## config.mk

```make
export PLATFORM = sky130hd
export DESIGN_NAME = icache_direct_mapped
export DESIGN_NICKNAME = d
export VERILOG_FILES = /design/src/rtl/icache_direct_mapped.sv
export SDC_FILE = /design/constraint.sdc
export NUM_CORES = 1
export LEC_CHECK = 0
export CAP_MARGIN = 20
export CORE_UTILIZATION = 40
export DETAILED_ROUTE_END_ITERATION = 8
export GPL_ROUTABILITY_DRIVEN = 0
export GPL_TIMING_DRIVEN = 0
export PLACE_DENSITY = 0.54
export SETUP_SLACK_MARGIN = 0.3
export SYNTH_ARGS = -nofsm -noshare
export SYNTH_HDL_FRONTEND = slang
export SYNTH_SLANG_ARGS = --single-unit
```

## constraint.sdc

```tcl
create_clock -name clk -period 19.69 [get_ports clk]
set_input_delay 3.938 -clock clk [delete_from_list [all_inputs] [get_ports clk]]
set_output_delay 3.938 -clock clk [all_outputs]
set_load 0.01 [all_outputs]
```

## src/rtl/icache_direct_mapped.sv

```systemverilog
// Direct-mapped, read-only instruction cache with a 16-byte line.
// Hits return the fetched word combinationally; misses refill one line.
//
// state    | meaning
// ---------+-----------------------------------------------------------
// IDLE     | serving hits; a miss latches the line address
// MEM_READ | block read outstanding; waits for mem_busywait low, fills line
module icache_direct_mapped #(
   parameter int BLOCK_COUNT = 8,
   parameter int TAG_W       = 28 - $clog2(BLOCK_COUNT)
) (
   input  logic         clk,
   input  logic         reset,
   input  logic [31:0]  address,
   output logic [31:0]  instruction,
   output logic         busywait,
   output logic         mem_read,
   output logic [27:0]  mem_address,
   input  logic [127:0] mem_readdata,
   input  logic         mem_busywait
);

   localparam int IDX_W = $clog2(BLOCK_COUNT);

   typedef enum logic {
      IDLE     = 1'b0,
      MEM_READ = 1'b1
   } state_t;

   state_t state, state_nxt;

   logic [BLOCK_COUNT-1:0] valid_q;
   logic [TAG_W-1:0]       tag_q  [BLOCK_COUNT];
   logic [127:0]           data_q [BLOCK_COUNT];
   logic [27:0]            miss_addr;

   logic [IDX_W-1:0] idx;
   logic [IDX_W-1:0] miss_idx;
   logic [TAG_W-1:0] addr_tag;
   logic [TAG_W-1:0] miss_tag;
   logic [1:0]       word_sel;
   logic [31:0]      data_word;
   logic             hit;
   logic             fill;
   logic             unused_addr_bits;

   assign idx      = address[4+IDX_W-1:4];
   assign addr_tag = address[31:4+IDX_W];
   assign word_sel = address[3:2];
   assign miss_idx = miss_addr[IDX_W-1:0];
   assign miss_tag = miss_addr[27:IDX_W];

   // byte offset within a word is meaningless for 32-bit fetches
   assign unused_addr_bits = ^address[1:0];

   assign hit       = valid_q[idx] && (tag_q[idx] == addr_tag);
   assign data_word = data_q[idx][{word_sel, 5'd0} +: 32];
   assign fill      = (state == MEM_READ) && !mem_busywait;

   assign mem_address = miss_addr;

   always_comb begin
      state_nxt   = state;
      busywait    = 1'b0;
      mem_read    = 1'b0;
      instruction = data_word;
      case (state)
         IDLE: begin
            busywait = !hit;
            if (!hit) begin
               state_nxt = MEM_READ;
            end
         end
         MEM_READ: begin
            busywait = 1'b1;
            mem_read = 1'b1;
            if (!mem_busywait) begin
               state_nxt = IDLE;
            end
         end
         default: state_nxt = IDLE;
      endcase
      if (reset) begin
         busywait    = 1'b0;
         instruction = 32'd0;
      end
   end

   always_ff @(posedge clk) begin
      if (reset) begin
         state     <= IDLE;
         valid_q   <= '0;
         miss_addr <= '0;
      end else begin
         state <= state_nxt;
         if (state == IDLE && !hit) begin
            miss_addr <= address[31:4];
         end
         if (fill) begin
            valid_q[miss_idx] <= 1'b1;
         end
      end
   end

   // tag/data storage carries no reset; valid_q alone guards it
   always_ff @(posedge clk) begin
      if (!reset && fill) begin
         tag_q[miss_idx]  <= miss_tag;
         data_q[miss_idx] <= mem_readdata;
      end
   end

endmodule

```

==> flow_summary_export.csv <==
group,metric,value,unit
run_status,outcome,"completed",
grt,grt_overflow,0,
cts,cts_root_buf,"clkbuf_16",
finish,fin_nets,2656,
timing,period_share,63.33,%
yosys,syn_area_per_cell,23.69,um2
critical_path,worstReg2RegEnd,"data_q[1][6]",
detailed_routing,drt_iter0_markers,1954,
cts,numCtsBuffers,134,
die,rows,126,
finish,finish.utilization,49.31,%
cts,clock-sinks,1261,
finish,area_delta_synth_final,21.56,%
timing,hold_violations,0,
yosys,synth_seq_area_share,77.86,%
critical_path,cp_max_fo,10,
finish,design_area,0.05854,mm2
yosys,async_flop_share,0,%
detailed_routing,drt-total-wl,121900,um
cts,clock_latency,750,ps
cts,hold_buffers,0,
timing,skew,32.97,ps
power,leakagePower,18.84,nW
detailed_routing,wl_met1,52490,um
detailed_routing,dr_wl_met2,59020,um
detailed_routing,vias,22810,
timing,maxSlewHeadroom,23.82,%
critical_path,worstPathRequired,15750,ps
yosys,synth_flop_cell,"edfxtp_1",
min_path,hold_depth,1,
timing,period_needed,12470,ps
detailed_routing,wl_per_cell,28.96,um
detailed_routing,top_layer,"met5",
yosys,ys_ff_latch,1261,
grt,grt_pass1_vias,24020,
flow_run,maxCapViolCount,0,
timing,final-setup-viol-count,0,
power,ir_worst_vdd,0.08158,mV
yosys,synthCells,2033,
cts,cts_tree,"done",
cts,cts.clk_slew.worst_paths,50,ps
die,die_h,349.0,um
grt,antenna_found_initial,23,
detailed_routing,firstDrtPassIters,7,
die,dieArea,0.1218,mm2
critical_path,end_kind,"output port",
critical_path,ff2ff_setup_slack,16370,ps
critical_path,setup.worst_path.start_class,"input port",
placement,hpwl,82810,um
grt,grt_start_max_net_pins,24,
timing,rsz0062_at_grt,"no",
die,ioPinCount,225,
critical_path,reg2reg_depth,11,
finish,drive_gt1_share,27.25,%
yosys,synth_cell_type_count,43,
placement,io_buffers,216,
grt,grt_first_pass_wirelength,174100,um
yosys,syn_area,0.04816,mm2
cts,clockBufferDepth,3,
detailed_routing,wl_met3,8154,um
die,core_region_area,0.1187,mm2
detailed_routing,drcViolationCount,0,
yosys,synth_warnings,0,
timing,clock.fmax,80.19,MHz
placement,place_area,0.05407,mm2
cts,cts_setup_buffers,0,
critical_path,reg2reg_from,"state",
cts,ctsResizeCount,0,
timing,slew_violations,0,
die,die_w,349.0,um
min_path,hp-class,"reg2reg",
timing,hold_ws,448.1,ps
power,powerDensity,99.76,mW/mm2
finish,fill_cells,9497,
finish,final_common_cell,"edfxtp_1",
grt,grt_usage,20.28,%
min_path,min_from,"valid_q[5]",
timing,worst_slew_pin_slew,1143,ps
finish,final_cell_mix,"edfxtp_1 (1,224), mux4_2 (348), clkdlybuf4s50_1 (216)",
detailed_routing,ant_nets,0,
yosys,synth_edf_count,1224,
critical_path,worstPathArrival,8530,ps
yosys,synth_nets,2196,
power,fin_total_pwr,0.005840,W
cts,htree_levels,4,
min_path,min_to,"valid_q[5]",
die,initial_core_util,40.57,%
critical_path,path_class,"in2out",
detailed_routing,viasPerCell,5.419,
-- worst max-delay path, cell delays in order --
cell	delay, ps
buf_6	120
buf_4	250
buf_4	260
buf_4	290
clkbuf_1	670
clkbuf_1	760
mux4_2	420
mux4_2	530
mux2i_1	630
nor2_1	100
clkdlybuf4s50_1	510
-- cells by family after synthesis --
kind of cell              synth area share, %
AOI/OAI and AO/OA                      0.7067
and+or+nand+nor                         1.182
DFF                                     77.86
muxes                                   18.87
xor gates and xnor gates               0.2728
buffers and inverters                   1.112
-- how the worst max path moves through the flow --
| stage | startpoint | endpoint | slack (ps) | depth (start not counted) |
|---|---|---|---|---|
| 4_1_cts | address[5] | instruction[21] | 7130 | 11 |
| 6_report | address[5] | instruction[21] | 7220 | 11 |
| 2_1_floorplan | reset | data_q[0][0] | 3940 | 3 |
| 5_1_grt | address[5] | instruction[21] | 7070 | 11 |
| 3_5_place_dp | address[5] | instruction[21] | 7150 | 11 |
| 3_3_place_gp | reset | data_q[0][106] | -9560 | 3 |
-- where the power goes --
part	leakage, nW	internal (W)	total, W	switching, W
clock network	2.17	0.00149	0.00252	0.00102
logic	5.37	0.000158	0.000340	0.000182
registers	11.3	0.00297	0.00298	0.0000141
total	18.8	0.00462	0.00584	0.00122
-- registers in the layout (all words and copies together), names as in the netlist --
name         count
tag_q          200
mem_address     28
state            1
data_q        1024
valid_q          8
-- per-layer routing --
layer / vias up / track usage, %
li1: 9639 / -
met1: 12270 / 28.13
met2: 703 / 32.41
met3: 165 / 4.726
met4: 30 / 4.995
met5: - / 0
-- synthesized netlist by cell type (14+ instances only) --
cell / n / area (um2)
a22oi_1: 20 / 150.1
buf_1: 18 / 67.56
buf_2: 31 / 155.2
clkbuf_1: 43 / 161.4
dfxtp_1: 37 / 740.7
edfxtp_1: 1224 / 36760
mux2i_1: 125 / 1251
mux4_2: 348 / 7838
nand2_1: 59 / 221.5
nor2_1: 41 / 153.9
xor2_1: 14 / 122.6
-- metrics by stage --
stage	cells	worst slack [ps]	TNS, ps
CTS	4199	7134	0
global route	4204	7067	0
global placement	3849	-9559	-3155530
floorplan	2033	3935	0
detailed placement	3954	7150	0
finish	4209	7220	0
-- final cells by class --
cell class                 count  area [um2]  area share, %
timing repair buffer         324        3891          6.647
antenna                        7       17.52        0.02992
clock buffer                 173        3677          6.281
multi-input combinational    665       10180          17.40
clock inverter                72       738.2          1.261
tap                         1600        2002          3.420
buffer                       105       528.0         0.9019
sequential                  1261       37500          64.05
inverter                       2       7.507        0.01282
(Power assumes the default switching activity.)
